===== src/rtl/axil_mem2p_rd_if.sv =====
// AXI4-Lite read-channel bundle (AR + R) between a master and the axil_mem2p_rd responder.
interface axil_mem2p_rd_if #(
    parameter int G_DATAWIDTH     = 32,
    parameter int G_AXI_ADDRWIDTH = 32
);
    logic [G_AXI_ADDRWIDTH-1:0] araddr;
    logic                       arvalid;
    logic                       arready;
    logic [G_DATAWIDTH-1:0]     rdata;
    logic [1:0]                 rresp;
    logic                       rvalid;
    logic                       rready;

    modport slave (
        input  araddr, arvalid, rready,
        output arready, rdata, rresp, rvalid
    );

    modport master (
        output araddr, arvalid, rready,
        input  arready, rdata, rresp, rvalid
    );
endinterface


===== src/rtl/axil_mem2p_rd.sv =====
// AXI4-Lite read responder on memory port B; optional range check via AXIL_MEM_RD_RANGECHK_EN.
// Latency: enb/addrb same cycle as AR handshake, R beat valid two cycles later.
// Backpressure: 3 credits cover in-flight read + response FIFO; arready is registered, never sees rready.
module axil_mem2p_rd #(
    parameter int G_DATAWIDTH     = 32,
    parameter int G_MEMDEPTH      = 1024,
    parameter int G_ADDRWIDTH     = $clog2(G_MEMDEPTH),
    parameter int G_AXI_ADDRWIDTH = 32
) (
    input  logic                   clk,
    input  logic                   rst,
    axil_mem2p_rd_if.slave         s,
    output logic                   enb,
    output logic [G_ADDRWIDTH-1:0] addrb,
    input  logic [G_DATAWIDTH-1:0] doutb
);
    localparam int SHIFT = $clog2(G_DATAWIDTH / 8);
    localparam int DEPTH = 3;

    logic [G_AXI_ADDRWIDTH-1:0] word_full;
    logic                       ar_hs;
    logic                       req_err;
    logic                       arready_q;
    logic                       rvalid_q;
    logic                       rvalid_out;
    logic                       infl;
    logic                       infl_err;
    logic                       push;
    logic                       pop;
    logic [G_DATAWIDTH-1:0]     push_dat;
    logic [1:0]                 push_resp;
    logic [1:0]                 cnt;
    logic [1:0]                 cnt_nxt;
    logic [1:0]                 wr_idx;
    logic [2:0]                 out_nxt;
    logic [G_DATAWIDTH-1:0]     q_dat    [DEPTH];
    logic [1:0]                 q_resp   [DEPTH];
    logic [G_DATAWIDTH-1:0]     nxt_dat  [DEPTH];
    logic [1:0]                 nxt_resp [DEPTH];

    assign word_full = s.araddr >> SHIFT;

`ifdef AXIL_MEM_RD_RANGECHK_EN
    assign req_err = (word_full >= G_AXI_ADDRWIDTH'(G_MEMDEPTH));
    logic unused_bits;
    assign unused_bits = ^s.araddr[SHIFT-1:0];
`else
    assign req_err = 1'b0;
    logic unused_bits;
    assign unused_bits = ^{s.araddr[SHIFT-1:0], word_full[G_AXI_ADDRWIDTH-1:G_ADDRWIDTH]};
`endif

    // arready/rvalid are forced low while rst is high so reset is visible in the same cycle
    assign s.arready  = arready_q & ~rst;
    assign rvalid_out = rvalid_q & ~rst;
    assign s.rvalid   = rvalid_out;
    assign s.rdata    = q_dat[0];
    assign s.rresp    = q_resp[0];

    assign ar_hs = s.arvalid & s.arready;
    assign enb   = ar_hs & ~req_err;
    assign addrb = enb ? word_full[G_ADDRWIDTH-1:0] : '0;

    assign push      = infl;
    assign pop       = rvalid_out & s.rready;
    assign push_dat  = infl_err ? '0 : doutb;
    assign push_resp = infl_err ? 2'b10 : 2'b00;
    assign cnt_nxt   = cnt + {1'b0, push} - {1'b0, pop};
    assign wr_idx    = cnt - {1'b0, pop};
    assign out_nxt   = {1'b0, cnt_nxt} + {2'b00, ar_hs};

    // Shift-register FIFO: entry 0 is the registered R head
    always_comb begin
        nxt_dat  = q_dat;
        nxt_resp = q_resp;
        if (pop) begin
            for (int i = 0; i < DEPTH - 1; i++) begin
                nxt_dat[i]  = q_dat[i+1];
                nxt_resp[i] = q_resp[i+1];
            end
        end
        for (int i = 0; i < DEPTH; i++) begin
            if (push && (wr_idx == 2'(i))) begin
                nxt_dat[i]  = push_dat;
                nxt_resp[i] = push_resp;
            end
        end
    end

    always_ff @(posedge clk) begin
        if (rst) begin
            arready_q <= 1'b1;
            rvalid_q  <= 1'b0;
            infl      <= 1'b0;
            infl_err  <= 1'b0;
            cnt       <= '0;
            for (int i = 0; i < DEPTH; i++) begin
                q_dat[i]  <= '0;
                q_resp[i] <= '0;
            end
        end else begin
            arready_q <= (out_nxt < 3'd3);
            rvalid_q  <= (cnt_nxt != 2'd0);
            infl      <= ar_hs;
            infl_err  <= ar_hs & req_err;
            cnt       <= cnt_nxt;
            q_dat     <= nxt_dat;
            q_resp    <= nxt_resp;
        end
    end
endmodule

===== src/flat_wrapper.sv =====
// flat-port wrapper written by rule: the top's interface ports become plain ports
module axil_mem2p_rd_flat 
#(
    parameter int G_DATAWIDTH     = 32,
    parameter int G_MEMDEPTH      = 1024,
    parameter int G_ADDRWIDTH     = $clog2(G_MEMDEPTH),
    parameter int G_AXI_ADDRWIDTH = 32
)
  (clk, rst, enb, addrb, doutb, s_araddr, s_arvalid, s_rready, s_arready, s_rdata, s_rresp, s_rvalid);
  axil_mem2p_rd_if #(.G_DATAWIDTH(G_DATAWIDTH), .G_AXI_ADDRWIDTH(G_AXI_ADDRWIDTH)) s_i ();
  input  logic clk;
  input  logic rst;
  output logic enb;
  output logic [G_ADDRWIDTH-1:0] addrb;
  input  logic [G_DATAWIDTH-1:0] doutb;
  input wire logic [$bits(s_i.araddr)-1:0] s_araddr;
  input wire logic [$bits(s_i.arvalid)-1:0] s_arvalid;
  input wire logic [$bits(s_i.rready)-1:0] s_rready;
  output wire logic [$bits(s_i.arready)-1:0] s_arready;
  output wire logic [$bits(s_i.rdata)-1:0] s_rdata;
  output wire logic [$bits(s_i.rresp)-1:0] s_rresp;
  output wire logic [$bits(s_i.rvalid)-1:0] s_rvalid;
  assign s_i.araddr = s_araddr;
  assign s_i.arvalid = s_arvalid;
  assign s_i.rready = s_rready;
  assign s_arready = s_i.arready;
  assign s_rdata = s_i.rdata;
  assign s_rresp = s_i.rresp;
  assign s_rvalid = s_i.rvalid;
  axil_mem2p_rd #(.G_DATAWIDTH(G_DATAWIDTH), .G_MEMDEPTH(G_MEMDEPTH), .G_ADDRWIDTH(G_ADDRWIDTH), .G_AXI_ADDRWIDTH(G_AXI_ADDRWIDTH)) u_core (.clk(clk), .rst(rst), .s(s_i), .enb(enb), .addrb(addrb), .doutb(doutb));
endmodule

===== config.mk =====
export PLATFORM = sky130hd
export DESIGN_NAME = axil_mem2p_rd_flat
export DESIGN_NICKNAME = d
export VERILOG_FILES = /design/src/rtl/axil_mem2p_rd_if.sv /design/src/rtl/axil_mem2p_rd.sv /design/src/flat_wrapper.sv
export SDC_FILE = /design/constraint.sdc
export NUM_CORES = 1
export LEC_CHECK = 0
export ABC_CLOCK_PERIOD_IN_PS = 6200
export BUFFER_PORTS_ARGS = -buffer_cell sky130_fd_sc_hd__buf_4
export CAP_MARGIN = 20
export CORE_UTILIZATION = 35
export CTS_CLUSTER_SIZE = 20
export DETAILED_ROUTE_END_ITERATION = 10
export SLEW_MARGIN = 5
export SYNTH_ARGS = -nofsm -noshare
export SYNTH_HDL_FRONTEND = slang
export SYNTH_SLANG_ARGS = --single-unit

===== constraint.sdc =====
create_clock -name clk -period 6.2 [get_ports clk]
set_input_delay 0.31 -clock clk [delete_from_list [all_inputs] [get_ports clk]]
set_output_delay 0.31 -clock clk [all_outputs]
set_load 0.02 [all_outputs]

==> results of run 1 <==
final cells by class:
| type | instances | share of cell area |
|---|---|---|
| Clock buffer | 12 | 0.04907 |
| Clock inverter | 3 | 0.003686 |
| Inverter | 5 | 0.003455 |
| Multi-Input combinational cell | 388 | 0.3914 |
| Sequential cell | 101 | 0.3723 |
| Tap cell | 172 | 0.03962 |
| Timing Repair Buffer | 100 | 0.1405 |
sequential cells by signal, indices dropped and copies added, names as in the netlist:
name and cells:
u_core.q_dat 64, u_core.s.rdata 32, u_core.cnt 2, u_core.arready_q 1, u_core.infl 1, u_core.rvalid_q 1
per-layer routing:
metal / up-vias / track usage
li1: 2088 / -
met1: 2043 / 0.2462
met2: 115 / 0.3027
met3: 6 / 0.03090
met4: 0 / 0.09114
met5: - / 0
kinds of logic after synthesis:
logic type	synth area share
and+or+nand+nor	0.2362
AOI/OAI and AO/OA	0.1920
DFF	0.4346
buffers and inverters	0.1138
adders and majority gates	0.01345
xor gates and xnor gates	0.009147
other	0.0008061
report_power, final:
part	switching (mW)	total [mW]	internal, mW
Sequential	0.0418	0.767	0.725
Combinational	0.317	0.480	0.163
Clock	0.236	0.538	0.302
per-stage QoR:
| step | cell area [sq um] | power (mW) |
|---|---|---|
| 5_1_grt | 5431 | 1.886 |
| 4_1_cts | 5431 | 1.806 |
| 3_3_place_gp | 5125 | 1.249 |
| 3_5_place_dp | 5145 | 1.262 |
| 6_report | 5431 | 1.785 |
| 2_1_floorplan | 4656 | 1.136 |
worst register-to-register path, stage by stage, from the launching register on:
cell and delay, ns:
sky130_fd_sc_hd__dfxtp_1 0.32, sky130_fd_sc_hd__nand3b_1 0.10, sky130_fd_sc_hd__buf_4 0.58, sky130_fd_sc_hd__inv_2 0.08, sky130_fd_sc_hd__buf_4 0.37, sky130_fd_sc_hd__ha_1 0.39
sky130_fd_sc_hd__inv_1 0.04, sky130_fd_sc_hd__ha_1 0.17, sky130_fd_sc_hd__xor2_1 0.15, sky130_fd_sc_hd__xnor2_1 0.27, sky130_fd_sc_hd__inv_1 0.08, sky130_fd_sc_hd__ha_1 0.28
sky130_fd_sc_hd__a21oi_1 0.06, sky130_fd_sc_hd__or2_2 0.26
worst paths after layout:
kind / from / end / slack, ns / cells past startpoint
hold / removal: doutb[21] / u_core.q_dat[21] / 0.25 / 3
setup / recovery: u_core.rvalid_q / u_core.arready_q / 2.94 / 13
hold reg to reg: u_core.q_dat[0] / u_core.q_dat[0] / 0.47 / 2
setup reg to reg: u_core.rvalid_q / u_core.arready_q / 2.94 / 13
cell usage in the layout, fill, tap and decap left out, types with 2 or more instances in the layout:
| cell type | instances |
|---|---|
| sky130_fd_sc_hd__clkbuf_16 | 9 |
| sky130_fd_sc_hd__nor2b_1 | 3 |
| sky130_fd_sc_hd__a311oi_1 | 64 |
| sky130_fd_sc_hd__nand3_1 | 32 |
| sky130_fd_sc_hd__inv_1 | 4 |
| sky130_fd_sc_hd__nand2_1 | 129 |
| sky130_fd_sc_hd__a21oi_1 | 33 |
| sky130_fd_sc_hd__buf_4 | 99 |
| sky130_fd_sc_hd__and2_1 | 3 |
| sky130_fd_sc_hd__and3_1 | 10 |
| sky130_fd_sc_hd__o21ai_0 | 32 |
| sky130_fd_sc_hd__nor3_1 | 64 |
| sky130_fd_sc_hd__dfxtp_1 | 101 |
| sky130_fd_sc_hd__clkinvlp_4 | 2 |
| sky130_fd_sc_hd__clkbuf_8 | 3 |
| sky130_fd_sc_hd__conb_1 | 2 |
| sky130_fd_sc_hd__ha_1 | 5 |
==> impl_results.rst, run 1 <==
.. list-table::
   :header-rows: 1

   * - Metric
     - Value
   * - Total die area
     - 13760 sq um
   * - Global placer's final weighted congestion
     - 0.7345
   * - CTS H-tree lvls
     - 3
   * - Setup Fix Bufs, Post-CTS
     - 0
   * - Shortest period the worst path allows
     - 3.260 ns
   * - Count of flip-flops with a built-in enable after synthesis
     - 0
   * - Number of clock buffers inserted by TritonCTS
     - 9
   * - Setup crit end kind
     - flip-flop
   * - Delay of the slowest critical-path stage
     - 0.58 ns
   * - Average footprint of a synthesized cell
     - around 7.9 sq um
   * - Placed wire-length estimate after detailed placement
     - 7017 um
   * - Routed wire per std cell
     - 15.74 um
   * - Setup crit start kind
     - flip-flop
   * - Total wire length
     - 12290 um
   * - Period utilisation layout
     - 0.5257
   * - Least-Margin Pin Slew
     - 1.073 ns
   * - Async SR Flop Fraction
     - 0
   * - Top routing layer used
     - met4
   * - Fin util
     - 0.4252
   * - Number of endpoints with negative hold slack in the final report
     - 0
   * - Initial standard-cell utilization of the core
     - 0.3642
   * - Clock-pin slew reported for the worst setup and hold paths after clock tree synthesis
     - 0.06 ns
   * - # placed instances
     - 766
   * - Gate Count Post-Synth
     - approximately 600
   * - Number of buffers on the longest clock path
     - 2
   * - Outcome
     - finished, final reports clean
   * - Via count of the routed design
     - 4252
   * - M1 WL
     - 5645 um
   * - Number of optimization iterations in the first detailed-route pass
     - 4
   * - Number of distinct standard cells referenced by the synthesized netlist
     - 26
   * - CTS tree
     - built
   * - Number of antenna repair diodes
     - 0
   * - Slowest cell on crit path
     - sky130_fd_sc_hd__buf_4
   * - Core Footprint
     - between 10000 and 15000 sq um
   * - First-pass GRT wire length
     - 20070 um
   * - Relative area change from synthesis to final layout
     - 16.76%
   * - Cell accounting for the most synthesized area
     - sky130_fd_sc_hd__dfxtp_1
   * - Sum of overflow across all layers after global routing
     - 0
   * - Overall fraction of global-route tracks in use
     - 0.1885
   * - Clk_lat worst skew
     - 0.34 ns
   * - Antenna violations before repair
     - 0
   * - CTS Hold Bufs
     - 0
   * - Non-filler cells, final
     - 781
   * - Count of nets after finishing
     - 678
   * - Worst slew margin relative to its limit
     - 0.2847
   * - Warnings from Yosys
     - 0
   * - Min Hold Slack
     - about 0.25 ns
   * - Number of core rows
     - between 40 and 50
   * - Dominant cell by count in the synthesized netlist
     - sky130_fd_sc_hd__nand2_1
   * - Fraction of final layout cells sized beyond drive strength 1
     - 0.1970
   * - Total area of multi-input combinational cells
     - between 2000 and 2500 sq um
   * - Cell family with the largest share of critical-path delay
     - buffers and inverters
   * - Root buffer cell
     - sky130_fd_sc_hd__clkbuf_16
   * - Number of pins with negative max-slew slack in the final report
     - 0
   * - Sequential element share of the synthesized area
     - 0.4346
   * - Die Height
     - 117.3 um
   * - Worst voltage drop across the vdd grid
     - roughly 0.00014 V
   * - Number of fill cells in the layout
     - 1271
   * - Top-Level Pins
     - 115
   * - Path type of the worst setup path
     - reg -> reg
   * - Worst min-delay path class
     - in -> reg
   * - Achievable frequency
     - 306.8 MHz
   * - Maximum number of pins on one net before global-route repair
     - around 100
   * - Antenna violation net count after detailed routing
     - 0
   * - Post-synth top cells
     - sky130_fd_sc_hd__nand2_1 (130), sky130_fd_sc_hd__dfxtp_1 (101), sky130_fd_sc_hd__a311oi_1 (64), sky130_fd_sc_hd__nor3_1 (64), sky130_fd_sc_hd__clkbuf_1 (42)
   * - # clock sinks
     - between 100 and 150
   * - Max-cap check violation count
     - 0
   * - Crit-path cells
     - nand3b_1 -> buf_4 -> inv_2 -> buf_4 -> ha_1 -> inv_1 -> ha_1 -> xor2_1 -> xnor2_1 -> inv_1 -> ha_1 -> a21oi_1 -> or2_2
   * - Cell area power density
     - roughly 330 nW/um^2
   * - Register bit total from synthesis
     - just over 100
   * - RSZ-0062 raised after global routing
     - no
   * - Mean number of vias per cell
     - 5.444
   * - Final clock skew
     - 0.005743 ns
   * - Worst endpoint data arrival time
     - roughly 3.5 ns
   * - Static leakage
     - 1.949 nW
   * - Largest cells by area after synthesis
     - sky130_fd_sc_hd__dfxtp_1 (43%), sky130_fd_sc_hd__a311oi_1 (12%), sky130_fd_sc_hd__nand2_1 (10%)
   * - Biggest fanout along the worst timing path
     - 65
   * - Dominant register cell in the synthesized netlist
     - sky130_fd_sc_hd__dfxtp_1
   * - Iter 0 DRT Violations
     - 420
   * - Via count of the first global-routing pass
     - 4010
   * - Crit path required time
     - ~6.4 ns
   * - Sequential Area
     - 2022 sq um
   * - Total DRC errors in the routed layout
     - 0
   * - Min setup slack post-route
     - 2.940 ns
   * - CP dominant cell by count
     - sky130_fd_sc_hd__ha_1
   * - Total setup violations reported at the end of the flow
     - 0
   * - Setup TNS Final
     - 0 ns
   * - PortBufs
     - 90
   * - Detail Route met3 WL
     - 653 um
   * - Total buffers and inverters traversed by the critical path
     - 5
   * - X dimension of the die
     - 117.3 um
   * - Pre-CTS worst setup slack
     - 2.793 ns
   * - Count of cells resized by post-cts repair
     - 0
   * - Post-synthesis instance area
     - 4652 sq um
   * - Area share of the largest cell type after synthesis
     - 0.4346
   * - Length of routed met2 wiring
     - 5881 um
(Power assumes the default switching activity.)
==> run 2, diff against run 1 <==
--- a/config.mk
+++ b/config.mk
@@ -5,7 +5,8 @@
 export SDC_FILE = /design/constraint.sdc
 export NUM_CORES = 1
 export LEC_CHECK = 0
-export ABC_CLOCK_PERIOD_IN_PS = 6200
+export ABC_AREA = 1
+export ABC_CLOCK_PERIOD_IN_PS = 2640
 export BUFFER_PORTS_ARGS = -buffer_cell sky130_fd_sc_hd__buf_4
 export CAP_MARGIN = 20
 export CORE_UTILIZATION = 35
==> constraint.sdc (replaced) <==
create_clock -name clk -period 2.64 [get_ports clk]
set_input_delay 0.132 -clock clk [delete_from_list [all_inputs] [get_ports clk]]
set_output_delay 0.132 -clock clk [all_outputs]
set_load 0.02 [all_outputs]
==> impl_results.rst, run 2 <==
.. list-table::
   :header-rows: 1

   * - Metric
     - Value
   * - Path type of the worst setup path
     - reg -> reg
   * - Min-Delay Path Depth
     - 3 (unchanged)
   * - Max reg flops
     - 64 (unchanged)
   * - Placed cell areas
     - 5779 sq um (+12%)
   * - Setup TNS Final
     - 0 ns (unchanged)
   * - Total die area
     - 15940 sq um (+16%)
   * - First-pass GRT wire length
     - 23560 um (+17%)
   * - Antenna violation net count after detailed routing
     - 0 (unchanged)
   * - Setup crit end kind
     - flip-flop
   * - Worst reg2reg path depth
     - 14 (+1)
   * - Antenna violations before repair
     - 0 (unchanged)
   * - X dimension of the die
     - 126.2 um (+7.6%)
   * - Sum of overflow across all layers after global routing
     - 0 (unchanged)
   * - Reg2Reg Setup Slack
     - 0.41 ns (-2.53 ns)
   * - Via count of the routed design
     - 4995 (+17%)
   * - Gate Count Post-Synth
     - 782 (+33%)
   * - Outcome
     - finished, final reports clean
   * - Root buffer cell
     - sky130_fd_sc_hd__clkbuf_16
   * - Final clock skew
     - 0.007810 ns (+0.002067 ns)
   * - CTS H-tree lvls
     - 3 (unchanged)
   * - Count of cells resized by post-cts repair
     - 0 (unchanged)
   * - Total wire length
     - 14460 um (+18%)
   * - Setup Fix Bufs, Post-CTS
     - 0 (unchanged)
   * - Number of antenna repair diodes
     - 0 (unchanged)
   * - Static leakage
     - 2.754 nW (+41%)
   * - Mean number of vias per cell
     - 5.071 (-6.9%)
   * - Number of core rows
     - 45 (+9.8%)
   * - Shortest period the worst path allows
     - 2.228 ns (-1.032 ns)
   * - Number of endpoints with negative hold slack in the final report
     - 0 (unchanged)
   * - Worst slew margin relative to its limit
     - 0.4694 (+0.1846)
   * - # clock sinks
     - 101 (unchanged)
   * - Dominant register cell in the synthesized netlist
     - sky130_fd_sc_hd__dfxtp_1
   * - Count of flip-flops with a built-in enable after synthesis
     - 0 (unchanged)
   * - Dominant cell by count in the synthesized netlist
     - sky130_fd_sc_hd__nand2_1
   * - Worst voltage drop across the vdd grid
     - 0.0003535 V (+150%)
   * - Least-Margin Pin Slew
     - 0.7960 ns (-0.2769 ns)
   * - Global placer's final weighted congestion
     - 0.7280 (-0.88%)
   * - Fraction of final layout cells sized beyond drive strength 1
     - 0.1631 (-0.03393)
   * - Worst hold endpoint
     - u_core.q_dat[5]
   * - Reg-to-reg endpoint
     - u_core.arready_q
   * - Number of buffers on the longest clock path
     - 2 (unchanged)
   * - Post-synthesis instance area
     - 5403 sq um (+16%)
   * - Area share of the largest cell type after synthesis
     - 0.3742 (-0.06039)
   * - Sequential element share of the synthesized area
     - 0.3742 (-0.06039)
   * - Total setup violations reported at the end of the flow
     - 0 (unchanged)
   * - Cell accounting for the most synthesized area
     - sky130_fd_sc_hd__dfxtp_1
   * - PortBufs
     - 90 (unchanged)
   * - Top-Level Pins
     - 115 (unchanged)
   * - CTS tree
     - built
   * - Number of optimization iterations in the first detailed-route pass
     - 5 (+1)
   * - Initial standard-cell utilization of the core
     - 0.3567 (-0.007476)
   * - Crit path required time
     - 2.87 ns (-3.55 ns)
   * - Register with the most flip-flops
     - u_core.q_dat
   * - Post-synth top cells
     - sky130_fd_sc_hd__nand2_1 (138), sky130_fd_sc_hd__nand3_1 (128), sky130_fd_sc_hd__dfxtp_1 (101), sky130_fd_sc_hd__nor2_1 (78), sky130_fd_sc_hd__a21oi_1 (66)
   * - Relative area change from synthesis to final layout
     - 12.92%
   * - Core Footprint
     - 15150 sq um (+19%)
   * - Clock-pin slew reported for the worst setup and hold paths after clock tree synthesis
     - 0.07 ns (about the same)
   * - Average footprint of a synthesized cell
     - 6.909 sq um (-13%)
   * - Worst endpoint data arrival time
     - 2.46 ns (-1.02 ns)
   * - Total power draw
     - 4.279 mW (+140%)
   * - Cell area power density
     - 701.4 nW/um^2 (+110%)
   * - Setup crit start kind
     - flip-flop
   * - Via count of the first global-routing pass
     - 4649 (+16%)
   * - Commonest cells after routing, fill and taps aside
     - sky130_fd_sc_hd__nand2_1 (137), sky130_fd_sc_hd__nand3_1 (128), sky130_fd_sc_hd__buf_4 (102)
   * - Final design area excluding fillers
     - 6101 sq um (+12%)
   * - Largest cells by area after synthesis
     - sky130_fd_sc_hd__dfxtp_1 (37%), sky130_fd_sc_hd__nand3_1 (12%), sky130_fd_sc_hd__nand2_1 (9.6%)
   * - Startpoint of the worst register-to-register path
     - u_core.rvalid_q
   * - Overall fraction of global-route tracks in use
     - 0.1849 (-0.003610)
   * - Most common cell after layout, fill and taps aside
     - sky130_fd_sc_hd__nand2_1
   * - Register bit total from synthesis
     - 101 (unchanged)
   * - Async SR Flop Fraction
     - 0 (unchanged)
   * - Total DRC errors in the routed layout
     - 0 (unchanged)
   * - Placed wire-length estimate after detailed placement
     - 8085 um (+15%)
   * - Routed wire per std cell
     - 14.68 um (-6.7%)
   * - RSZ-0062 raised after global routing
     - no
   * - Achievable frequency
     - 448.8 MHz (+46%)
   * - Number of pins with negative max-slew slack in the final report
     - 0 (unchanged)
   * - Clk_lat worst skew
     - 0.35 ns (about the same)
   * - Warnings from Yosys
     - 0 (unchanged)
   * - Biggest fanout along the worst timing path
     - 3 (-95%)
   * - Die Height
     - 126.2 um (+7.6%)
   * - Maximum number of pins on one net before global-route repair
     - 80 (-22%)
   * - Count of nets after finishing
     - 867 (+28%)
   * - Number of clock buffers inserted by TritonCTS
     - 9 (unchanged)
   * - Iter 0 DRT Violations
     - 416 (-0.95%)
   * - Start point of the worst hold path
     - doutb[5]
   * - Max-cap check violation count
     - 0 (unchanged)
   * - Period utilisation layout
     - 0.8440 (+0.3182)
   * - CTS Hold Bufs
     - 0 (unchanged)
   * - Worst min-delay path class
     - in -> reg
   * - Number of distinct standard cells referenced by the synthesized netlist
     - 24 (-7.7%)
-- run 2: changes by cell type after synthesis, moves of 21 or more --
cell / change
sky130_fd_sc_hd__nand3_1: +96
sky130_fd_sc_hd__nor2_1: +77
sky130_fd_sc_hd__a311oi_1: -64
sky130_fd_sc_hd__nand4_1: +64
sky130_fd_sc_hd__nor3_1: -64
sky130_fd_sc_hd__inv_1: +48
sky130_fd_sc_hd__a21oi_1: +33
sky130_fd_sc_hd__clkbuf_1: -21
-- run 2: metal layers --
layer / routed length (um) / track usage
met1: 6823 / 0.2432
met2: 6750 / 0.3009
met3: 586 / 0.02591
met4: 304 / 0.08221
met5: 0 / 0
-- run 2: critical path, stage by stage (launching register included) --
cell and delay (ns):
sky130_fd_sc_hd__dfxtp_2 0.32, sky130_fd_sc_hd__inv_1 0.03, sky130_fd_sc_hd__nor2_1 0.14, sky130_fd_sc_hd__nand2_2 0.07, sky130_fd_sc_hd__inv_1 0.09, sky130_fd_sc_hd__ha_1 0.23
sky130_fd_sc_hd__inv_1 0.07, sky130_fd_sc_hd__ha_1 0.20, sky130_fd_sc_hd__xor2_1 0.16, sky130_fd_sc_hd__nand2_1 0.06, sky130_fd_sc_hd__nand2_1 0.11, sky130_fd_sc_hd__inv_1 0.06
sky130_fd_sc_hd__ha_1 0.26, sky130_fd_sc_hd__a21oi_1 0.05, sky130_fd_sc_hd__or2_2 0.26
-- run 2: logic make-up (layout without fill, tap and decap cells) --
group                      Yosys count  in the layout  synth area share
and+or+nand+nor                    414            414            0.3555
buffers and inverters              161            175            0.1640
other                                1              2         0.0006941
xor gates and xnor gates             2              2          0.003243
adders and majority gates            5              5           0.01158
AOI/OAI and AO/OA                   98             98           0.09078
DFF                                101            101            0.3742
-- run 2: cell type report --
class                      count  area [sq um]
sequential                   101          2023
clock inverter                 3         68.82
multi-input combinational    521          2501
tap                          188         235.2
inverter                      57         214.0
fill                        1629          9045
timing repair buffer         104         805.8
clock buffer                  11         252.7
-- run 2: metrics by stage --
| stage | hold WS (ns) | utilization | std cells | setup WS (ns) |
|---|---|---|---|---|
| after floorplan | 0.2808 | - | 783 | 0.05045 |
| after global placement | 0.3792 | 0.3816 | 971 | 0.4567 |
| after detailed placement | 0.3859 | 0.3816 | 971 | 0.4500 |
| after CTS | 0.01862 | 0.4028 | 985 | 0.3880 |
| after global routing | 0.04499 | 0.4028 | 985 | 0.2325 |
| final | 0.02831 | 0.4028 | 985 | 0.4119 |
-- run 2: where the power goes --
group          switching, mW  internal, mW  total (mW)  leakage, nW
Clock                  0.574         0.876        1.45        0.158
Sequential            0.0776          1.68        1.75        0.822
Combinational          0.709         0.368        1.08         1.77
Total                   1.36          2.92        4.28         2.75
-- run 2: how the worst max path moves through the flow --
| stage | depth (start not counted) | start | endpoint |
|---|---|---|---|
| 2_1_floorplan | 16 | u_core.rvalid_q | u_core.arready_q |
| 3_3_place_gp | 12 | u_core.rvalid_q | u_core.s.rdata[27] |
| 3_5_place_dp | 12 | u_core.rvalid_q | u_core.s.rdata[29] |
| 4_1_cts | 14 | u_core.rvalid_q | u_core.arready_q |
| 5_1_grt | 14 | u_core.rvalid_q | u_core.arready_q |
| 6_report | 14 | u_core.rvalid_q | u_core.arready_q |
==> run 3, diff against run 2 <==
--- a/config.mk
+++ b/config.mk
@@ -6,7 +6,7 @@
 export NUM_CORES = 1
 export LEC_CHECK = 0
 export ABC_AREA = 1
-export ABC_CLOCK_PERIOD_IN_PS = 2640
+export ABC_CLOCK_PERIOD_IN_PS = 1800
 export BUFFER_PORTS_ARGS = -buffer_cell sky130_fd_sc_hd__buf_4
 export CAP_MARGIN = 20
 export CORE_UTILIZATION = 35
==> constraint.sdc (replaced) <==
create_clock -name clk -period 1.8 [get_ports clk]
set_input_delay 0.09 -clock clk [delete_from_list [all_inputs] [get_ports clk]]
set_output_delay 0.09 -clock clk [all_outputs]
set_load 0.02 [all_outputs]
==> impl_results.rst, run 3 (same netlist as run 2, synthesis figures left out) <==
.. list-table::
   :header-rows: 1

   * - Metric
     - Value
   * - Outcome
     - complete, but fails checks
   * - Failing checks
     - negative hold slack, negative setup slack
   * - Top-Level Pins
     - 115 (unchanged)
   * - Placed cell areas
     - 6065 sq um (+4.9%)
   * - Overall fraction of global-route tracks in use
     - 0.1990 (+0.01411)
   * - Number of endpoints with negative hold slack in the final report
     - 2 (+2)
   * - Register with the most flip-flops
     - u_core.q_dat
   * - Met2 Usage GRT
     - 0.3334 (+0.03250)
   * - Final clock skew
     - 0.01003 ns (+0.002223 ns)
   * - CTS H-tree lvls
     - 3 (unchanged)
   * - Via count of the routed design
     - 5620 (+13%)
   * - Number of core rows
     - 45 (unchanged)
   * - Biggest fanout along the worst timing path
     - 8 (+5)
   * - # clock sinks
     - 101 (unchanged)
   * - Crit path required time
     - 2.10 ns (-0.77 ns)
   * - Most common cell after layout, fill and taps aside
     - sky130_fd_sc_hd__nand3_1
   * - First-pass GRT wire length
     - 25230 um (+7.1%)
   * - Routing layer with the top usage in global route
     - met2
   * - RSZ-0062 raised after global routing
     - yes
   * - Die Height
     - 126.2 um (unchanged)
   * - Max-cap check violation count
     - 0 (unchanged)
   * - Antenna violations before repair
     - 0 (unchanged)
   * - Core Footprint
     - 15150 sq um (unchanged)
   * - Worst min-delay path class
     - in -> reg
   * - Fin util
     - 0.5178 (+0.1150)
   * - Worst hold endpoint
     - u_core.q_dat[25]
   * - Clk_lat worst skew
     - 0.36 ns (about the same)
   * - # placed instances
     - 986 (+1.5%)
   * - Min Hold Slack
     - -0.01774 ns (-0.04605 ns)
   * - CTS tree
     - built
   * - Min setup slack post-route
     - -0.1663 ns (-0.5782 ns)
   * - Total wire length
     - 17600 um (+22%)
   * - Total power draw
     - 6.985 mW (+63%)
   * - Cell area power density
     - 890.6 nW/um^2 (+27%)
   * - PortBufs
     - 90 (unchanged)
   * - Placed wire-length estimate after detailed placement
     - 8465 um (+4.7%)
   * - Setup crit end kind
     - flip-flop
   * - Maximum number of pins on one net before global-route repair
     - 97 (+21%)
   * - Worst slew margin relative to its limit
     - 0.4266 (-0.04273)
   * - Min-Delay Path Depth
     - 3 (unchanged)
   * - Routed wire per std cell
     - 16.64 um (+13%)
   * - Sum of overflow across all layers after global routing
     - 0 (unchanged)
   * - Achievable frequency
     - 508.6 MHz (+13%)
   * - Iter 0 DRT Violations
     - 527 (+27%)
   * - Worst voltage drop across the vdd grid
     - 0.0005443 V (+54%)
   * - Total die area
     - 15940 sq um (unchanged)
   * - Met3 demand-to-capacity share in global routing
     - 0.03781 (+0.01189)
   * - Initial standard-cell utilization of the core
     - 0.3567 (unchanged)
   * - Number of pins with negative max-slew slack in the final report
     - 0 (unchanged)
   * - Number of antenna repair diodes
     - 0 (unchanged)
   * - Start point of the worst hold path
     - doutb[25]
   * - Setup TNS Final
     - -5.842 ns (-5.842 ns)
   * - Clock-pin slew reported for the worst setup and hold paths after clock tree synthesis
     - 0.07 ns (about the same)
   * - Path type of the worst setup path
     - reg -> reg
   * - Global placer's final weighted congestion
     - 0.7417 (+1.9%)
   * - Number of optimization iterations in the first detailed-route pass
     - 6 (+1)
   * - Number of clock buffers inserted by TritonCTS
     - 9 (unchanged)
   * - Total setup violations reported at the end of the flow
     - 97 (+97)
   * - Final design area excluding fillers
     - 7843 sq um (+29%)
   * - Fraction of final layout cells sized beyond drive strength 1
     - 0.3736 (+0.2105)
   * - Commonest cells after routing, fill and taps aside
     - sky130_fd_sc_hd__nand3_1 (114), sky130_fd_sc_hd__buf_4 (104), sky130_fd_sc_hd__dfxtp_1 (100)
   * - Mean number of vias per cell
     - 5.312 (+4.7%)
   * - Non-filler cells, final
     - 1058 (+7.4%)
   * - Pre-CTS worst setup slack
     - -0.1627 ns (-0.6127 ns)
   * - Worst endpoint data arrival time
     - 2.26 ns (-0.20 ns)
   * - Least-Margin Pin Slew
     - 0.8601 ns (+0.06409 ns)
   * - Total DRC errors in the routed layout
     - 0 (unchanged)
   * - Startpoint of the worst register-to-register path
     - u_core.rvalid_q
   * - Worst reg2reg path depth
     - 15 (+1)
   * - Root buffer cell
     - sky130_fd_sc_hd__clkbuf_16
   * - Relative area change from synthesis to final layout
     - 45.16%
   * - Met1 capacity usage during global routing
     - 0.2566 (+0.01342)
   * - Via count of the first global-routing pass
     - 4994 (+7.4%)
   * - X dimension of the die
     - 126.2 um (unchanged)
   * - Reg2Reg Setup Slack
     - -0.17 ns (-0.58 ns)
   * - Number of fill cells in the layout
     - 1483 (-9.0%)
   * - Reg-to-reg endpoint
     - u_core.s.rdata[4]
   * - Max reg flops
     - 64 (unchanged)
   * - Count of nets after finishing
     - 938 (+8.2%)
   * - Setup crit start kind
     - flip-flop
   * - Static leakage
     - 3.340 nW (+21%)
   * - Shortest period the worst path allows
     - 1.966 ns (-0.2618 ns)
   * - Period utilisation layout
     - 1.092 (+0.2484)
   * - Number of buffers on the longest clock path
     - 2 (unchanged)
   * - Antenna violation net count after detailed routing
     - 0 (unchanged)
run 3: cell count changes in the layout (fill, tap and decap cells not counted), sizes merged, moves of 2 or more:
cell | before | now
clkbuf | 11 | 24
clkinv | 0 | 2
dlygate4sd3 | 0 | 25
buf | 104 | 135
bufinv | 2 | 0
clkinvlp | 0 | 3
run 3: cell type report:
cell class / instances / area (sq um) / share of cell area
Timing Repair Buffer: 175 / 1936 / 0.2468
Tap cell: 188 / 235.2 / 0.02999
Clock buffer: 9 / 225.2 / 0.02872
Inverter: 57 / 231.5 / 0.02952
Multi-Input combinational cell: 521 / 3132 / 0.3993
Clock inverter: 7 / 60.06 / 0.007658
Sequential cell: 101 / 2023 / 0.2580
run 3: worst max-delay path: stages, from the launching register on:
cell and delay (ns):
sky130_fd_sc_hd__dfxtp_2 0.32, sky130_fd_sc_hd__inv_2 0.06, sky130_fd_sc_hd__nor2_4 0.03, sky130_fd_sc_hd__nand2_2 0.08, sky130_fd_sc_hd__inv_4 0.05, sky130_fd_sc_hd__buf_6 0.11
sky130_fd_sc_hd__buf_6 0.10, sky130_fd_sc_hd__ha_4 0.29, sky130_fd_sc_hd__nand2_4 0.06, sky130_fd_sc_hd__inv_6 0.08, sky130_fd_sc_hd__nand3_4 0.13, sky130_fd_sc_hd__buf_12 0.19
sky130_fd_sc_hd__buf_12 0.15, sky130_fd_sc_hd__nand2_4 0.06, sky130_fd_sc_hd__nand2_4 0.06, sky130_fd_sc_hd__a21oi_2 0.12
run 3: worst max-delay path by stage:
stage,startpoint,cells past startpoint,to
after floorplan,u_core.rvalid_q,16,u_core.arready_q
after global placement,u_core.rvalid_q,14,u_core.arready_q
after detailed placement,u_core.rvalid_q,14,u_core.arready_q
after CTS,u_core.rvalid_q,14,u_core.arready_q
after global routing,u_core.rvalid_q,14,u_core.arready_q
final,u_core.rvalid_q,15,u_core.s.rdata[4]
run 3: per-layer routing:
layer	wire, um	vias to the layer above
li1	-	2741
met1	8093	2665
met4	293	0
met3	893	30
met2	8322	184
met5	0	-
run 3: repair_timing:
action	CTS	global route
pin swaps	10	49
cloned	2	19
buffers inserted	5	8
hold buffers	24	1
endpoints found under the hold margin	24	1
endpoints found under the setup margin	12	76
gates resized for setup	14	204
run 3: where the power goes:
| group | internal (mW) | total [mW] | switching [mW] | leakage [nW] |
|---|---|---|---|---|
| Clock | 0.958 | 1.92 | 0.962 | 0.130 |
| Sequential | 2.46 | 2.59 | 0.130 | 0.822 |
| Combinational | 1.08 | 2.48 | 1.40 | 2.39 |
| Total | 4.50 | 6.98 | 2.49 | 3.34 |
